--- src/rtl/quota_pkg.sv ---
// ============================================================================
//  Module : quota_pkg
//  Brief  : Shared types, defaults and quota arithmetic for quota_stream_gen.
//  Rev    : 1.0  initial release
// ============================================================================
`default_nettype none

package quota_pkg;

    typedef enum logic [1:0] {
        IDLE   = 2'd0,
        LOAD   = 2'd1,
        STREAM = 2'd2
    } state_e;

    localparam int DEF_NCH       = 4;
    localparam int DEF_BITSTREAM = 64;
    localparam int DEF_QUANT     = 8;
    localparam int DEF_SPREAD    = 1;

    function automatic int shift_bip(input int quant, input int l);
        return quant - l;
    endfunction

    function automatic int shift_uni(input int quant, input int l);
        return quant - 1 - l;
    endfunction

    // Round-to-nearest rescale of a QUANT-bit code onto 0..2^l ones.
    function automatic int calc_quota(input int data, input logic unipol,
                                      input int quant, input int l);
        int u;
        int s;
        if (unipol) begin
            u = (data < 0) ? 0 : data;
            s = shift_uni(quant, l);
        end else begin
            u = data + (1 << (quant - 1));
            s = shift_bip(quant, l);
        end
        if (s == 0) begin
            return u;
        end
        return (u + (1 << (s - 1))) >> s;
    endfunction

endpackage

`default_nettype wire

--- src/rtl/quota_calc.sv ---
// ============================================================================
//  Module : quota_calc
//  Brief  : Combinational per-channel mapping of a signed code to a quota.
//  Rev    : 1.0  initial release
// ============================================================================
`default_nettype none

module quota_calc
    import quota_pkg::*;
#(
    parameter int BITSTREAM = DEF_BITSTREAM,
    parameter int QUANT     = DEF_QUANT
) (
    input  logic [QUANT-1:0]           data_i,
    input  logic                       unipol_i,
    output logic [$clog2(BITSTREAM):0] quota_o
);

    localparam int L  = $clog2(BITSTREAM);
    localparam int QW = L + 1;

    assign quota_o = QW'(calc_quota(int'($signed(data_i)), unipol_i, QUANT, L));

endmodule

`default_nettype wire

--- src/rtl/quota_stream_gen.sv ---
// ============================================================================
//  Module : quota_stream_gen
//  Brief  : Multi-channel quota encoder and stochastic bitstream generator.
//  Rev    : 1.0  initial release
// ============================================================================
`default_nettype none

module quota_stream_gen
    import quota_pkg::*;
#(
    parameter int NCH       = DEF_NCH,
    parameter int BITSTREAM = DEF_BITSTREAM,
    parameter int QUANT     = DEF_QUANT,
    parameter int SPREAD    = DEF_SPREAD
) (
    input  logic                                 clk,
    input  logic                                 rst_n,
    input  logic                                 in_valid,
    output logic                                 in_ready,
    input  logic [NCH*QUANT-1:0]                 in_data,
    input  logic                                 in_unipol,
    output logic [NCH*($clog2(BITSTREAM)+1)-1:0] quota_o,
    output logic                                 bs_valid,
    input  logic                                 bs_ready,
    output logic [NCH-1:0]                       bs_data,
    output logic                                 bs_last,
    output logic                                 busy
);

    localparam int             L         = $clog2(BITSTREAM);
    localparam int             QW        = L + 1;
    localparam logic [L-1:0]   LAST_BEAT = L'(BITSTREAM - 1);

    if (BITSTREAM < 2 || (BITSTREAM & (BITSTREAM - 1)) != 0) begin : g_bad_bitstream
        $error("quota_stream_gen: BITSTREAM must be a power of 2");
    end
    if (QUANT < L + 1) begin : g_bad_quant
        $error("quota_stream_gen: QUANT must be at least log2(BITSTREAM)+1");
    end

    state_e                 state_q, state_d;
    logic [NCH*QUANT-1:0]   data_q;
    logic                   unipol_q;
    logic [NCH*QW-1:0]      quota_q;
    logic [NCH*QW-1:0]      acc_q, acc_d;
    logic [NCH*QW-1:0]      quota_d;
    logic [L-1:0]           beat_q;
    logic [NCH-1:0]         bit_raw;
    logic                   on_last;

    assign on_last = (beat_q == LAST_BEAT);

    always_ff @(posedge clk or negedge rst_n) begin
        if (!rst_n) begin
            state_q <= IDLE;
        end else begin
            state_q <= state_d;
        end
    end

    always_comb begin
        state_d  = state_q;
        in_ready = 1'b0;
        bs_valid = 1'b0;
        busy     = 1'b1;
        unique case (state_q)
            IDLE: begin
                in_ready = 1'b1;
                busy     = 1'b0;
                if (in_valid) begin
                    state_d = LOAD;
                end
            end
            LOAD: begin
                state_d = STREAM;
            end
            STREAM: begin
                bs_valid = 1'b1;
                if (bs_ready && on_last) begin
                    state_d = IDLE;
                end
            end
            default: begin
                state_d = IDLE;
            end
        endcase
    end

    for (genvar c = 0; c < NCH; c++) begin : g_ch
        logic [QW-1:0] sum_c;

        quota_calc #(
            .BITSTREAM (BITSTREAM),
            .QUANT     (QUANT)
        ) u_calc (
            .data_i   (data_q[c*QUANT +: QUANT]),
            .unipol_i (unipol_q),
            .quota_o  (quota_d[c*QW +: QW])
        );

        // acc < BITSTREAM and quota <= BITSTREAM, so the sum fits in QW bits.
        assign sum_c               = acc_q[c*QW +: QW] + quota_q[c*QW +: QW];
        assign acc_d[c*QW +: QW]   = {1'b0, sum_c[L-1:0]};

        if (SPREAD != 0) begin : g_spread
            assign bit_raw[c] = sum_c[L];
        end else begin : g_thermo
            assign bit_raw[c] = ({1'b0, beat_q} < quota_q[c*QW +: QW]);
        end
    end

    always_ff @(posedge clk or negedge rst_n) begin
        if (!rst_n) begin
            data_q   <= '0;
            unipol_q <= 1'b0;
            quota_q  <= '0;
            acc_q    <= '0;
            beat_q   <= '0;
        end else begin
            if (state_q == IDLE && in_valid) begin
                data_q   <= in_data;
                unipol_q <= in_unipol;
            end
            if (state_q == LOAD) begin
                quota_q <= quota_d;
                acc_q   <= '0;
                beat_q  <= '0;
            end else if (state_q == STREAM && bs_ready) begin
                acc_q  <= acc_d;
                beat_q <= beat_q + L'(1);
            end
        end
    end

    assign quota_o = quota_q;
    assign bs_data = bs_valid ? bit_raw : '0;
    assign bs_last = bs_valid & on_last;

endmodule

`default_nettype wire

--- config.mk ---
export PLATFORM = sky130hd
export DESIGN_NAME = quota_stream_gen
export DESIGN_NICKNAME = d
export VERILOG_FILES = /design/src/rtl/quota_pkg.sv /design/src/rtl/quota_calc.sv /design/src/rtl/quota_stream_gen.sv
export SDC_FILE = /design/constraint.sdc
export NUM_CORES = 1
export LEC_CHECK = 0
export ABC_AREA = 1
export CORE_MARGIN = 4
export CORE_UTILIZATION = 56
export DETAILED_ROUTE_END_ITERATION = 6
export HOLD_SLACK_MARGIN = 0.06
export PLACE_DENSITY = 0.81
export SYNTH_ARGS = -nofsm -noshare
export SYNTH_HDL_FRONTEND = slang
export SYNTH_SLANG_ARGS = --single-unit
--- constraint.sdc ---
create_clock -name clk -period 2.2 [get_ports clk]
set_clock_uncertainty 0.15 [all_clocks]
set_input_delay 0.22 -clock clk [delete_from_list [all_inputs] [get_ports clk]]
set_output_delay 0.22 -clock clk [all_outputs]
set_load 0.01 [all_outputs]
### Word level (Yosys, flattened, before mapping)

Index checks and enable logic that the tools add are counted.

| operators by class | value |
|---|---|
| $add $sub $neg | 14 |
| $lt $le $gt $ge | 4 |
| eq/ne operators | 5 |
| shifts and indexed selects | 5 |
| muxes and demuxes | 29 |
| bitwise operators | 1 |
| reductions and logical operators | 7 |

Operator list:

| cell | count |
|---|---|
| 32-bit 2-to-1 mux | 8 |
| 32-bit adder | 4 |
| 32-bit by 2-bit >> shifter with 7-bit output | 2 |
| 32-bit by 32-bit >> shifter with 7-bit output | 2 |
| 28-bit 2-to-1 mux | 2 |
| 7-bit 2-to-1 mux | 8 |
| 8-bit by 9-bit adder with 10-bit output, second input constant | 4 |
| 32-bit zero test | 1 |
| 8-bit by 1-bit < comparator with 1-bit output, second input constant | 4 |
| 1-bit by 32-bit left shift with 32-bit output, first input constant | 1 |
| 32-bit by 2-bit subtractor with 32-bit output, second input constant | 1 |
| 7-bit adder | 4 |
| 6-bit 2-to-1 mux | 2 |
| 6-bit by 1-bit adder with 6-bit output, second input constant | 1 |
| 6-bit == test, second input constant | 1 |
| 2-bit 2-to-1 mux | 3 |
| 2-bit case mux with 3 select lines | 1 |
| 1-bit 2-to-1 mux | 4 |
| 4-bit 2-to-1 mux | 1 |
| 2-bit inequality test, second input constant | 2 |
| 1-bit logical AND | 3 |
| 2-bit by 1-bit == test with 1-bit output, second input constant | 1 |
| 2-bit == test, second input constant | 1 |
| 2-bit zero test | 1 |
| 3 further kinds | 3 |

| word-level totals | value |
|---|---|
| register bits after elaboration | 97 |
| bits of input ports | 37 |
| output and inout bits | 36 |
| word-level logic and storage cells | 71 |

### Longest topological paths before layout

Gate-level depths: netlist of run 1.

| depth | value |
|---|---|
| word-level depth | 6 |
| mapped depth | 16 |
| gate-level depth less buffers | 13 |

### Cells and area by module

Synthesis of run 1 repeated with hierarchy kept, for this count alone.

| second synthesis, totals | value |
|---|---|
| cells, all modules | 818 |
| area, all modules | 5938.2 um2 |

By module, submodules not included:

| module | instances | cells an instance | area each (um2) | seq. area each (um2) |
|---|---|---|---|---|
| quota_stream_gen | 1 | 578 | 4642.0 | 2327.2 |
| quota_calc | 4 | 60 | 324.1 | 0.0 |

### Worst setup path after synthesis of run 1

No wires, ideal clock.

| timing | value |
|---|---|
| path type | register -> output |
| from | register quota_q[0] (netlist: quota_o[0]) |
| to | output port bs_data[0] |
| arrival | 1.683 ns |
| data required time | 1.830 ns |
| path slack | 0.147 ns |
| stages on the path, launching flop included | 10 |
| buffers on the path | 0 |
| cells stage by stage | dfrtp_1 -> ha_1 -> fa_1 -> nand3_1 -> nand2_1 -> nand2_1 -> nand2_1 -> a21oi_1 -> nor2_1 -> nor2_1 |

| on the way | value |
|---|---|
| cells in the longest elaborated chain, start to end | 2 |

RTL lines:

| what | line | text |
|---|---|---|
| start, declared | quota_stream_gen.sv:44 | `logic [NCH*QW-1:0] quota_q;` |
| start signal, assigned | quota_stream_gen.sv:125 | `quota_q <= quota_d;` |
| 7-bit adder | quota_stream_gen.sv:102 | `assign sum_c = acc_q[c*QW +: QW] + quota_q[c*QW +: QW];` |
| 4-bit 2-to-1 mux | quota_stream_gen.sv:136 | `assign bs_data = bs_valid ? bit_raw : '0;` |
| end, declared | quota_stream_gen.sv:25 | `output logic [NCH-1:0] bs_data,` |

Every way passes these cells.

### Final worst setup path of run 1

| timing | value |
|---|---|
| from | register quota_q[21] (netlist: quota_o[21]) |
| to | output port bs_data[3] |

The elaborated chain is that of the path after synthesis.

==> results of run 1 <==
[area by class of cell]
type                            instances  share of cell area
Clock buffer                           10             0.01818
Sequential cell                        93              0.3076
Timing Repair Buffer                  163              0.1925
Tap cell                              133             0.02198
Clock inverter                          6             0.01140
Multi-Input combinational cell        574              0.4194
Inverter                               57             0.02892
[layout by cell type (no fill, tap or decap), types with 2 or more instances in the layout]
cell,n
nand2_2,15
a21oi_1,20
a31oi_1,4
clkinv_2,2
o21a_1,4
o21ai_0,29
buf_6,10
a31o_2,3
a21oi_2,5
nand2_1,244
xor2_1,3
buf_2,4
clkdlybuf4s50_1,66
inv_2,4
nand4_1,12
dfrtp_1,92
ha_1,19
nor2_2,5
o21ai_1,18
xnor2_1,7
buf_4,78
nor3_1,3
clkbuf_8,10
nand2_4,5
a21o_1,4
a22o_1,9
inv_1,52
buf_12,3
bufinv_16,2
o21bai_1,2
nand3_1,83
ha_4,10
nor2_1,53
fa_2,4
nand3_2,4
[sequential cells by signal, indices dropped and copies added, names as in the netlist]
name,cells
quota_o,28
beat_q,6
data_q,32
unipol_q,1
acc_q,24
state_q,2
[timing repair]
item	4_1_cts	5_1_grt
hold buffers	1	0
gates resized for setup	43	30
hold endpoints to repair	93	0
setup buffers	33	8
pin swaps	20	19
endpoints found under the setup margin	5	26
[worst paths after layout]
check,startpoint,depth (start not counted),slack (ps),to
hold reg to reg,data_q[0]$_DFFE_PN0P_,2,350,data_q[0]$_DFFE_PN0P_
setup / recovery,quota_o[21]$_DFFE_PN0P_,11,-250,bs_data[3]
max in group asynchronous,rst_n,3,1250,unipol_q$_DFFE_PN0P_
hold / removal,rst_n,2,90,data_q[0]$_DFFE_PN0P_
min in group clk,in_data[6],3,230,data_q[6]$_DFFE_PN0P_
setup reg to reg,acc_q[7]$_DFFE_PN0P_,15,-130,acc_q[11]$_DFFE_PN0P_
[synth_stat cells, types with 5 or more instances]
cell        n  area [um2]
nand2_1   256       960.9
dfrtp_1    93        2327
nand3_1    86       430.4
nor2_1     54       202.7
inv_1      52       195.2
o21ai_0    30       150.1
ha_1       29       362.9
a21oi_1    24       120.1
o21ai_1    18       90.09
nand4_1    12       75.07
buf_2      10       50.05
a22o_1      9       78.83
clkbuf_1    7       26.28
xnor2_1     7       61.31
nand2_2     5       31.28
[cell families (layout without fill, tap and decap cells)]
family / Yosys count / in the layout / synth area share
compound gates: 100 / 100 / 0.1030
xor+xnor: 11 / 11 / 0.01706
fa+ha+maj: 33 / 33 / 0.07844
buf+inv: 83 / 236 / 0.06515
flops: 93 / 93 / 0.4121
simple gates: 430 / 430 / 0.3242
[routing by layer]
layer	global-route usage	wire length [um]	vias up
li1	-	-	2755
met1	0.3524	6771	2648
met2	0.4590	7716	223
met3	0.03224	909	43
met4	0.1019	418	0
met5	0	0	-
[power by group through the flow]
| stage | logic [mW] | clock network [mW] | registers, mW |
|---|---|---|---|
| detailed placement | 1.12 | 0 | 2.14 |
| global route | 1.31 | 1.36 | 2.14 |
| finish | 1.17 | 1.28 | 2.11 |
| global placement | 1.08 | 0 | 2.12 |
| floorplan | 0.730 | 0 | 2.09 |
| CTS | 1.15 | 1.29 | 2.10 |
[through the flow]
stage,hold slack [ps],area [um2]
6_report,88.90,7571
3_5_place_dp,-67.18,6823
2_1_floorplan,-225.6,5647
5_1_grt,113.2,7571
4_1_cts,75.58,7367
3_3_place_gp,-71.59,6823
[critical path, delay by kind of cell (launching register included)]
kind | cells | cell delay [ps]
adder cells (fa/ha/maj) | 2 | 540
AO/OA/AOI/OAI | 1 | 140
flip-flops | 1 | 420
AND/OR/NAND/NOR | 7 | 480
buffers and inverters | 1 | 130
==> metrics.yaml, run 1 <==
port_buffers: 72
hold_class: "in -> async"
area_growth_pct: 34.08
p_total_mw: 4.565
report.final.slew_viol_count: 0
rsz0062_at_grt: "yes"
finalWirelength_mm: 15.82
setup_tns_ps: -944.6
clock_path_buffers: 2
synth_seq_cells: 93
htree_levels: 3
maxCapViolations: 0
setup_ws_ps: -253.5
synthArstFlopShare: 1.000
synth_warnings: 0
dieArea_mm2: 0.01175
syn_avg_cell_area_um2: 7.529
crit_slowest_cell: "dfrtp_1"
gp_congestion: 0.8937
clkSlewWorstSetupHoldPaths_ps: 90
synth_flop_cell: "dfrtp_1"
cpPeakStageDelay_ps: 420
io_pins: 73
grt_max_degree: 58
wl_per_cell_um: 15.27
grt_pass1_vias: 5504
swShare: 0.3360
synth.distinct_cells: 38
clk_latency_ps: 360
combPwrFrac: 0.257
fillers: 671
slew_headroom: 0.6831
peakVddDrop_uv: 400.9
cp_common_cell: "nand2_2"
seq_area_mm2: 0.002328
cp_data_required_time_ps: 1830
synthCells: 750
internal-power_mw: 3.031
cts_tree: "done"
core_area_mm2: 0.009774
fp.dieW_um: 108.4
tightestPinTransition_ps: 474.2
instances_no_fill: 1036
fin_crit_ps: 2453
drtIter0Drc: 472
synth-edff-count: 0
place_hpwl_mm: 10.34
status: "finished with violations"
grt_usage: 0.2695
final_hold_viol_count: 0
start_util: 0.5777
num_antenna_cells: 0
ys_seq_area_frac: 0.4121
criticalPathCategory: "reg -> out"
fin_crit_sh: 1.115
leakagePower_nw: 3.945
drive_gt1_frac: 0.1905
antenna_found_initial: 0
ant_nets: 0
power_switching_mw: 1.534
crit_path_end_kind: "output port"
finalSetupViolCount: 6
drc: 0
crit_path_max_fanout: 2
multi_input_area_mm2: 0.003176
path_cells: "ha_4 -> fa_2 -> nand3_2 -> nand2_2 -> nand2_2 -> nand2_2 -> a21oi_2 -> nand2_1 -> nand2_1 -> nor2_1 -> buf_2"
grt-ovfl-total: 0
place_inst: 983
vias: 5669
cts.sinks: 93
power.density_mw_per_mm2: 602.9
seqPwrFrac: 0.463
via_per_inst: 5.472
grt_pass1_wl_mm: 25.51
post-route-util: 0.7746
synth_area_mm2: 0.005647
arrival_ps: 2080
dr.pass1.iters: 5
nets: 968
pwr-share-clk: 0.280
violations: "setup timing"
cts.root.buffer_cell: "clkbuf_8"
setup.worst_path.start_class: "register"
synth_nets: 820
cts_made_buffers: 9
fmax_mhz: 407.6
die_h_um: 108.4
post-place-ws_ps: -377.5
rows: 36
(Power assumes the default switching activity.)
==> run 2: changes to the inputs <==
--- a/config.mk
+++ b/config.mk
@@ -9,6 +9,6 @@
 export CORE_MARGIN = 4
-export CORE_UTILIZATION = 56
+export CORE_UTILIZATION = 45
 export DETAILED_ROUTE_END_ITERATION = 6
 export HOLD_SLACK_MARGIN = 0.06
-export PLACE_DENSITY = 0.81
+export PLACE_DENSITY = 0.67
 export SYNTH_ARGS = -nofsm -noshare
@@ -16 +16,2 @@
 export SYNTH_SLANG_ARGS = --single-unit
+export TNS_END_PERCENT = 100
--- a/constraint.sdc
+++ b/constraint.sdc
@@ -4,2 +4,2 @@
 set_output_delay 0.22 -clock clk [all_outputs]
-set_load 0.01 [all_outputs]
+set_load 0.05 [all_outputs]
==> metrics.yaml, run 2 (synthesis gave the netlist of run 1 again) <==
design_area_mm2: 0.007286
final_hold_viol_count: 0
cts.root.buffer_cell: "clkbuf_16"
grt_pass1_wl_mm: 23.45
dieArea_mm2: 0.01440
leakagePower_nw: 3.668
hold_class: "in -> reg"
io_pins: 73
slew_headroom: 0.6332
grt_max_degree: 60
grt_usage: 0.1991
vias: 5161
finalWirelength_mm: 13.88
final_cell_mix: "nand2_1, dfrtp_1, nand3_1"
violations: "setup timing"
maxCapViolations: 0
antenna_found_initial: 0
cts_made_buffers: 9
dpl_cell_area_mm2: 0.006817
fp.dieW_um: 120.0
via_per_inst: 5.085
finalSetupViolCount: 4
gp_congestion: 0.8654
crit_buf_inv: 1
path_cells: "ha_4 -> fa_2 -> nand3_2 -> nand2_2 -> nand2_2 -> nand2_2 -> a21oi_2 -> nand2_1 -> nand2_2 -> nor2_4 -> buf_12"
grt-ovfl-total: 0
drc: 0
layout_commonest_cell: "nand2_1"
fillers: 1103
htree_levels: 3
clkSlewWorstSetupHoldPaths_ps: 70
core_area_mm2: 0.01216
fmax_mhz: 402.9
cp_common_cell: "nand2_2"
arrival_ps: 2110
cts_tree: "done"
tightestPinTransition_ps: 548.5
setup_ws_ps: -282.2
crit_slowest_cell: "dfrtp_1"
area_growth_pct: 29.03
setup.worst_path.start_class: "register"
cts.sinks: 93
fin_crit_ps: 2482
top_register: "data_q"
rsz0062_at_grt: "yes"
drive_gt1_frac: 0.1405
crit_path_max_fanout: 3
num_antenna_cells: 0
ant_nets: 0
nets: 912
clock_path_buffers: 2
place_hpwl_mm: 10.37
start_util: 0.4643
grt_pass1_vias: 4832
die_h_um: 120.0
peakVddDrop_uv: 417.6
crit_path_end_kind: "output port"
rows: 40
criticalPathCategory: "reg -> out"
drtIter0Drc: 464
largest_reg_flops: 32
power.density_mw_per_mm2: 679.3
clk_latency_ps: 340
status: "finished with violations"
port_buffers: 72
cp_data_required_time_ps: 1830
cp_top_family: "adder cells"
cpPeakStageDelay_ps: 410
p_total_mw: 4.950
wl_per_cell_um: 13.67
dr.pass1.iters: 5
report.final.slew_viol_count: 0
fin_crit_sh: 1.128
==> run 2: final cells by class <==
type | count | area [um2] | area share
clock inverter | 6 | 63.81 | 0.008758
timing repair buffer | 107 | 1087 | 0.1492
multi-input combinational | 574 | 3142 | 0.4312
clock buffer | 10 | 229.0 | 0.03143
tap | 168 | 210.2 | 0.02885
sequential | 93 | 2335 | 0.3205
inverter | 57 | 219.0 | 0.03005
==> run 2: layer usage <==
layer  global-route usage  part of all wire
met5                    0                 0
met2               0.2922              0.44
met4              0.06657             0.016
met3              0.03063             0.038
met1               0.2991              0.50
==> run 2: final timing paths <==
kind,endpoint,slack (ps),from,cells after the start
min in group asynchronous,quota_o[3]$_DFFE_PN0P_,280,rst_n,3
max in group asynchronous,data_q[0]$_DFFE_PN0P_,1170,rst_n,3
max reg2reg,quota_o[10]$_DFFE_PN0P_,160,unipol_q$_DFFE_PN0P_,12
min,data_q[4]$_DFFE_PN0P_,260,in_data[4],3
max,bs_data[3],-280,acc_q[21]$_DFFE_PN0P_,11
min reg2reg,data_q[0]$_DFFE_PN0P_,350,data_q[0]$_DFFE_PN0P_,2
==> run 2: where the power goes <==
part           switching [mW]  total [mW]  leakage, nW  internal (mW)
Clock                   0.652        1.53        0.138          0.879
Combinational           0.807        1.30         2.32          0.497
Sequential              0.199        2.11         1.21           1.92
Total                    1.66        4.95         3.67           3.29
==> run 2: worst register-to-register path: stages (launching register included) <==
cell     delay [ps]
dfrtp_2         440
buf_12          180
nand2_4          80
inv_1            50
nor3b_2         180
ha_1            170
inv_1            40
nand2_1         150
nand3_1         110
nand3_1         100
nand3_1          70
nand3_1         120
nand2_1          80
==> run 2: through the flow <==
step	std cells	util	worst slack, ps	hold WS [ps]	setup TNS (ps)
floorplan	750	-	-34.18	-225.6	-34.18
global placement	992	0.5605	59.77	-131.7	0
CTS	1013	0.5920	-288.1	250.2	-926.0
detailed placement	992	0.5605	-5.940	-129.8	-5.940
global route	1015	0.5991	-383.5	262.7	-1318
finish	1015	0.5991	-282.2	258.9	-836.3
==> run 2: repair_timing <==
action | in CTS | in global routing
hold buffers | 2 | 0
resized for setup | 10 | 19
hold endpoints to repair | 93 | 0
setup endpoints to repair | 4 | 15
setup buffers | 3 | 2
pin swaps | 1 | 4
